--- src/rtl/fir_channel_scheduler_pkg.sv ---
// Shared state encoding and width helpers for the FIR channel scheduler.
package fir_sched_pkg;

    typedef enum logic [2:0] {
        IDLE  = 3'd0,
        LOAD  = 3'd1,
        MAC   = 3'd2,
        DRAIN = 3'd3,
        DONE  = 3'd4
    } sched_state_t;

    // Channel-index width; a single channel still needs one select bit.
    function automatic int calc_ch_w(input int num_ch);
        return (num_ch > 1) ? $clog2(num_ch) : 1;
    endfunction

    // Coefficient-address width for a FIR_size-tap pass.
    function automatic int calc_addr_w(input int fir_size);
        return (fir_size > 1) ? $clog2(fir_size) : 1;
    endfunction

endpackage

--- src/rtl/fir_channel_scheduler_rr_arbiter.sv ---
// Combinational round-robin arbiter: request vector + pointer -> one-hot grant.
// With FIR_SCHED_CH0_PRIO_EN defined, channel 0 wins outright and the rest rotate.
module fir_rr_arbiter
    import fir_sched_pkg::*;
#(
    parameter int NUM_CH = 4,
    parameter int CH_W   = calc_ch_w(NUM_CH)
) (
    input  logic [NUM_CH-1:0] req,
    input  logic [CH_W-1:0]   rr_ptr,
    output logic [NUM_CH-1:0] grant_oh,
    output logic [CH_W-1:0]   grant_idx,
    output logic              any_grant
);
    logic [NUM_CH-1:0] req_m_s;
    logic [CH_W-1:0]   cand_s;
    logic              take_s;

    // Scan channels starting at rr_ptr; the first requester found wins.
    always_comb begin
        req_m_s   = req;
        grant_oh  = '0;
        grant_idx = '0;
        any_grant = 1'b0;
        cand_s    = '0;
        take_s    = 1'b0;
`ifdef FIR_SCHED_CH0_PRIO_EN
        req_m_s[0] = 1'b0;
        if (req[0]) begin
            grant_oh[0] = 1'b1;
            any_grant   = 1'b1;
        end else begin
            for (int k = 0; k < NUM_CH; k++) begin
                cand_s              = CH_W'((int'(rr_ptr) + k) % NUM_CH);
                take_s              = !any_grant && req_m_s[cand_s];
                grant_oh[cand_s]    = grant_oh[cand_s] | take_s;
                grant_idx           = take_s ? cand_s : grant_idx;
                any_grant           = any_grant | take_s;
            end
        end
`else
        for (int k = 0; k < NUM_CH; k++) begin
            cand_s              = CH_W'((int'(rr_ptr) + k) % NUM_CH);
            take_s              = !any_grant && req_m_s[cand_s];
            grant_oh[cand_s]    = grant_oh[cand_s] | take_s;
            grant_idx           = take_s ? cand_s : grant_idx;
            any_grant           = any_grant | take_s;
        end
`endif
    end

endmodule

--- src/rtl/fir_channel_scheduler.sv ---
// Shares one single-MAC FIR datapath between NUM_CH sample streams, one pass per sample.
// Optional build macro FIR_SCHED_CH0_PRIO_EN gives channel 0 strict priority.
module fir_channel_scheduler
    import fir_sched_pkg::*;
#(
    parameter int  NUM_CH      = 4,
    parameter int  InputWidth  = 16,
    parameter int  OutputWidth = 38,
    parameter int  FIR_size    = 64,
    localparam int CH_W        = calc_ch_w(NUM_CH),
    localparam int ADDR_W      = calc_addr_w(FIR_size)
) (
    input  logic                         clk,
    input  logic                         rst,
    input  logic [NUM_CH-1:0]            ch_valid,
    input  logic [NUM_CH*InputWidth-1:0] ch_data,
    output logic [NUM_CH-1:0]            ch_ready,
    output logic                         dp_shift_en,
    output logic [InputWidth-1:0]        dp_sample,
    output logic [CH_W-1:0]              dp_ch_sel,
    output logic                         dp_acc_clr,
    output logic                         dp_mac_en,
    output logic [ADDR_W-1:0]            dp_coef_addr,
    input  logic [OutputWidth-1:0]       dp_acc,
    output logic                         out_valid,
    output logic [CH_W-1:0]              out_ch,
    output logic [OutputWidth-1:0]       out_data
);
    localparam logic [ADDR_W-1:0] LAST_TAP = ADDR_W'(FIR_size - 1);
    localparam logic [CH_W-1:0]   LAST_CH  = CH_W'(NUM_CH - 1);

    sched_state_t            state_r;
    sched_state_t            state_next_s;
    logic [ADDR_W-1:0]       cnt_r;
    logic [ADDR_W-1:0]       cnt_next_s;
    logic [CH_W-1:0]         rr_ptr_r;
    logic [CH_W-1:0]         rr_next_s;
    logic [CH_W-1:0]         ch_sel_r;
    logic [InputWidth-1:0]   sample_r;
    logic                    shift_en_r;
    logic                    acc_clr_r;
    logic                    mac_en_r;
    logic                    out_valid_r;
    logic [CH_W-1:0]         out_ch_r;
    logic [OutputWidth-1:0]  out_data_r;

    logic [NUM_CH-1:0]       grant_oh_s;
    logic [CH_W-1:0]         grant_idx_s;
    logic                    any_grant_s;
    logic                    transfer_s;
    logic [InputWidth-1:0]   grant_sample_s;

    fir_rr_arbiter #(
        .NUM_CH (NUM_CH),
        .CH_W   (CH_W)
    ) u_arb (
        .req       (ch_valid),
        .rr_ptr    (rr_ptr_r),
        .grant_oh  (grant_oh_s),
        .grant_idx (grant_idx_s),
        .any_grant (any_grant_s)
    );

    // Accept only in IDLE and never while reset is held.
    always_comb begin
        transfer_s = 1'b0;
        ch_ready   = '0;
        if (rst && (state_r == IDLE) && any_grant_s) begin
            transfer_s = 1'b1;
            ch_ready   = grant_oh_s;
        end else begin
            transfer_s = 1'b0;
            ch_ready   = '0;
        end
    end

    // Select the granted channel's sample by masking each lane with its grant bit.
    always_comb begin
        grant_sample_s = '0;
        for (int k = 0; k < NUM_CH; k++) begin
            grant_sample_s = grant_sample_s
                           | (ch_data[k*InputWidth +: InputWidth] & {InputWidth{grant_oh_s[k]}});
        end
    end

    // Next-state and tap-counter logic for one shift/MAC/drain pass.
    always_comb begin
        state_next_s = state_r;
        cnt_next_s   = '0;
        case (state_r)
            IDLE: begin
                if (transfer_s) begin
                    state_next_s = LOAD;
                end else begin
                    state_next_s = IDLE;
                end
            end
            LOAD:  state_next_s = MAC;
            MAC: begin
                if (cnt_r == LAST_TAP) begin
                    state_next_s = DRAIN;
                    cnt_next_s   = '0;
                end else begin
                    state_next_s = MAC;
                    cnt_next_s   = cnt_r + ADDR_W'(1);
                end
            end
            DRAIN: state_next_s = DONE;
            DONE:  state_next_s = IDLE;
            default: begin
                state_next_s = IDLE;
                cnt_next_s   = '0;
            end
        endcase
    end

    // Pointer value that follows the channel currently being served.
    always_comb begin
        rr_next_s = '0;
        if (ch_sel_r == LAST_CH) begin
            rr_next_s = '0;
        end else begin
            rr_next_s = ch_sel_r + CH_W'(1);
        end
    end

    // State register and tap counter.
    always_ff @(posedge clk or negedge rst) begin
        if (!rst) begin
            state_r <= IDLE;
            cnt_r   <= '0;
        end else begin
            state_r <= state_next_s;
            cnt_r   <= cnt_next_s;
        end
    end

    // Datapath strobes registered from next state so they change only on clock edges.
    always_ff @(posedge clk or negedge rst) begin
        if (!rst) begin
            shift_en_r  <= 1'b0;
            acc_clr_r   <= 1'b0;
            mac_en_r    <= 1'b0;
            out_valid_r <= 1'b0;
            sample_r    <= '0;
        end else begin
            shift_en_r  <= (state_next_s == LOAD);
            acc_clr_r   <= (state_next_s == LOAD);
            mac_en_r    <= (state_next_s == MAC);
            out_valid_r <= (state_next_s == DONE);
            sample_r    <= transfer_s ? grant_sample_s : '0;
        end
    end

    // Channel bank select: held from LOAD through DONE, zero while idle.
    always_ff @(posedge clk or negedge rst) begin
        if (!rst) begin
            ch_sel_r <= '0;
        end else if (transfer_s) begin
            ch_sel_r <= grant_idx_s;
        end else if (state_r == DONE) begin
            ch_sel_r <= '0;
        end else begin
            ch_sel_r <= ch_sel_r;
        end
    end

    // The accumulator is final once DRAIN is reached; capture it for the DONE strobe.
    always_ff @(posedge clk or negedge rst) begin
        if (!rst) begin
            out_ch_r   <= '0;
            out_data_r <= '0;
        end else if (state_r == DRAIN) begin
            out_ch_r   <= ch_sel_r;
            out_data_r <= dp_acc;
        end else begin
            out_ch_r   <= out_ch_r;
            out_data_r <= out_data_r;
        end
    end

    // Round-robin pointer advances past the served channel at the end of each pass.
    always_ff @(posedge clk or negedge rst) begin
        if (!rst) begin
            rr_ptr_r <= '0;
        end else if (state_r == DONE) begin
`ifdef FIR_SCHED_CH0_PRIO_EN
            if (ch_sel_r != '0) begin
                rr_ptr_r <= rr_next_s;
            end else begin
                rr_ptr_r <= rr_ptr_r;
            end
`else
            rr_ptr_r <= rr_next_s;
`endif
        end else begin
            rr_ptr_r <= rr_ptr_r;
        end
    end

    assign dp_shift_en  = shift_en_r;
    assign dp_acc_clr   = acc_clr_r;
    assign dp_mac_en    = mac_en_r;
    assign dp_sample    = sample_r;
    assign dp_ch_sel    = ch_sel_r;
    assign dp_coef_addr = cnt_r;
    assign out_valid    = out_valid_r;
    assign out_ch       = out_ch_r;
    assign out_data     = out_data_r;

endmodule

--- config.mk ---
export PLATFORM = sky130hd
export DESIGN_NAME = fir_channel_scheduler
export DESIGN_NICKNAME = d
export VERILOG_FILES = /design/src/rtl/fir_channel_scheduler_pkg.sv /design/src/rtl/fir_channel_scheduler_rr_arbiter.sv /design/src/rtl/fir_channel_scheduler.sv
export SDC_FILE = /design/constraint.sdc
export NUM_CORES = 1
export LEC_CHECK = 0
export ABC_AREA = 1
export BUFFER_PORTS_ARGS = -buffer_cell sky130_fd_sc_hd__buf_2
export CORE_UTILIZATION = 30
export DETAILED_ROUTE_END_ITERATION = 7
export GPL_TIMING_DRIVEN = 0
export SLEW_MARGIN = 5
export SYNTH_ARGS = -nofsm -noshare
export SYNTH_HDL_FRONTEND = slang
export SYNTH_HIERARCHICAL = 1
export SYNTH_SLANG_ARGS = --single-unit
export TNS_END_PERCENT = 100
--- constraint.sdc ---
create_clock -name clk -period 3.6 [get_ports clk]
set_input_delay 0.54 -clock clk [delete_from_list [all_inputs] [get_ports clk]]
set_output_delay 0.54 -clock clk [all_outputs]
set_load 0.005 [all_outputs]
==> metrics.md <==
| Metric | Value |
|---|---|
| Nets | 804 |
| Final Slew Violations | 0 |
| Finish-stage setup viols | 0 |
| Total routed wirelength | 10300 um |
| Worst supply voltage drop on vdd | 0.000204 V |
| Pin slew with the least headroom to its limit | 0.275 ns |
| Fin crit share | 0.952 |
| Post-synthesis cell area | 3610 um2 |
| Critical path arrival | 2.89 ns |
| Result of the run | complete, but fails checks |
| Highest achievable clock rate | 292 MHz |
| Final HPWL from detailed placement | 7820 um |
| Die outline area | 12500 um2 |
| Count of buffers inserted at the top-level ports | 179 |
| Global routing usage summed across all routing layers | 0.168 |
| Number of global-route vias before repair | 3661 |
| Sinks on Clock Net | 72 |
| Cell chosen for the clock root | clkbuf_16 |
| Hold crit path type | input pin to asynchronous set/reset pin |
| R2R depth | 24 |
| Final hold viol count | 0 |
| Final sum of negative setup slack | 0 ns |
| Post-detailed-route wirelength per cell | 12.3 um |
| Die width | 112 um |
| Number of warnings printed during yosys synthesis | 6 |
| Number of distinct standard cells referenced by the synthesized netlist | 24 |
| Final RePlAce weighted congestion | 0.881 |
| Worst hold-check slack | 0.0944 ns |
| Wire length of the first global-routing pass | 16900 um |
| Post-synth net total | 594 |
| Number of antenna violations at the first check in global routing | 0 |
| CP Max Fanout | 17 |
| Post-synth top area share | 0.499 |
| Gate count of the mapped netlist | 480 |
| Drt drc | 14 |
| Die Span Y | 112 um |
| Synth-to-layout area growth | 47.1% |
| Kind of launch point of the worst setup path | flop |
| Required time reported for the critical path endpoint | 3.06 ns |
| Type of the worst setup path | flop to output pin |
| Dominant cell type by area after synthesis | dfrtp_1 |
| Number of optimization iterations in the first detailed-route pass | 7 |
| Fraction of final layout cells with drive strength greater than 1 | 0.404 |
| Grt ovf | 0 |
| I/O pin count | 180 |
| Final worst clock skew | 0.00601 ns |
| Count of nets left with antenna violations after detail routing | 0 |
| Number of clock buffers inserted by TritonCTS | 9 |
| Power Dens Cells | 351 nW/um2 |
| Row count | 39 |
| Max Root-Sink Buffers | 2 |
| Maximum number of pins on one net before global-route repair | 55 |
| Leakage power summed over all cells | 2.85 nW |
| Crit end category | output pin |
| Synthesized flop and latch total | 72 |
| Clock tree from TritonCTS | yes |
| Synthesized area per cell | 7.52 um2 |
| Number of antenna repair diodes | 0 |
| Maximum level of the CTS H-tree | 3 |
| Total number of vias | 3807 |
| Drt via density | 4.54 |
| Clock transition time at the flip-flop clock pins of the worst setup and hold paths | 0.06 ns |
| Clock latency reported for the late side of the worst-skew pair | 0.33 ns |
| Quantity of hold-fixing buffers added after cts | 0 |
| Share of the yosys chip area belonging to registers | 0.499 |
| Starting Density | 0.312 |
| Max-cap viol count | 0 |
| Core area | 11600 um2 |
| Slew margin rel. | 0.815 |
| Violations in the final reports | DRC |
| Largest cells by area after synthesis | dfrtp_1 (50%), nand2_1 (24%), nand3_1 (4.9%) |
| Shortest period the worst path allows | 3.43 ns |
| Count of routing violations after the opening detailed-route iteration | 222 |
==> synthesized netlist by cell type, drive strengths merged <==
master	number
a31oi	1
o21ai	12
dfrtp	72
ha	6
or2	2
nor2	16
nand2	239
clkbuf	2
xor2	1
buf	19
inv	32
a21oi	34
nor3	2
o2111ai	1
nand3	41
==> stage by stage <==
stage | std cells | power [mW] | area (um2) | setup WS (ns) | util
floorplan | 480 | 0.870 | 3610 | 0.419 | -
global placement | 802 | 0.951 | 4680 | -0.0857 | 0.405
detailed placement | 803 | 0.958 | 4710 | -0.148 | 0.408
CTS | 815 | 1.87 | 5020 | 0.00200 | 0.434
global route | 838 | 1.94 | 5310 | -0.0157 | 0.459
finish | 838 | 1.86 | 5310 | 0.173 | 0.459
==> routing by layer <==
metal / wire length (um) / vias to the layer above / GRT usage
li1: - / 1921 / -
met1: 4440 / 1706 / 0.213
met2: 4870 / 167 / 0.277
met3: 839 / 13 / 0.0392
met4: 178 / 0 / 0.0631
met5: 0 / - / 0
==> cell usage in the layout (no fill, tap or decap), types with 3 or more instances in the layout <==
master | netlist | layout
nand2_4 | 2 | 3
inv_2 | 5 | 6
inv_1 | 27 | 25
nand2_2 | 3 | 4
dfrtp_1 | 72 | 70
clkbuf_16 | 0 | 9
buf_6 | 1 | 5
nand2_1 | 234 | 232
buf_2 | 16 | 189
nor2_1 | 15 | 14
o21ai_0 | 8 | 7
ha_1 | 6 | 3
a21oi_1 | 34 | 34
nand3_2 | 6 | 18
inv_6 | 0 | 3
buf_4 | 2 | 25
nand3_1 | 35 | 23
==> final cells by class <==
class                   count  area [um2]
inverters                  32         124
multi-input cells         355        1680
clock buffers               9         225
fillers                  1176        6250
clock inverters             7        77.6
plain buffers              17         121
well taps                 143         179
flip-flops and latches     72        1800
repair buffers            203        1100
==> sequential cells by signal, indices dropped and copies added, names as in the netlist <==
name and flops:
rr_ptr_r 2, dp_mac_en 1, dp_ch_sel 2, out_data 38, dp_coef_addr 6, state_r 3
dp_acc_clr 1, out_valid 1, dp_sample 16, out_ch 2
==> worst max-delay path, cell delays in order (launching register included) <==
cell and delay, ns:
dfrtp_2 0.43, clkinvlp_4 0.18, ha_4 0.35, nand2_1 0.08, o21ai_2 0.08, nand2_2 0.15, nand3_2 0.11, nand3_1 0.09
nand3_2 0.11, nand2_4 0.07, nand3_2 0.07, nand3_1 0.06, nand2_1 0.07, nand2_1 0.06, nand3_2 0.10, nand2_1 0.06
nand2_1 0.07, buf_6 0.17, inv_1 0.05, nor2_1 0.08, buf_2 0.11
==> kinds of logic (layout without fill, tap and decap cells) <==
group / after synthesis / after routing / share of synthesized area
buf+inv: 53 / 268 / 0.0648
compound gates: 48 / 48 / 0.0679
xor+xnor: 1 / 1 / 0.00243
flops: 72 / 72 / 0.499
fa+ha+maj: 6 / 6 / 0.0208
simple gates: 300 / 300 / 0.345
==> report_power, final <==
part,internal [mW],switching (mW)
clock,0.544,0.361
sequential,0.809,0
combinational,0.0747,0.0741
total,1.43,0.435
==> worst paths after layout <==
check / start / to / slack (ns)
max: rr_ptr_r[1] / ch_ready[3] / 0.17
min in group clk: dp_acc[11] / out_data[11] / 0.40
max in group asynchronous: rst / dp_sample[8] / 2.96
max reg2reg: rr_ptr_r[0] / dp_sample[12] / 0.64
min: rst / dp_coef_addr[3] / 0.09
min reg2reg: out_data[24] / out_data[24] / 0.47
==> timing repair <==
item / 4_1_cts / 5_1_grt
pin swaps: 0 / 14
endpoints found under the hold margin: 0 / 0
buffers inserted: 0 / 22
cloned: 0 / 1
gates resized for setup: 8 / 29
setup endpoints to repair: 4 / 4
No activity file was read; power rests on OpenSTA's default activity.
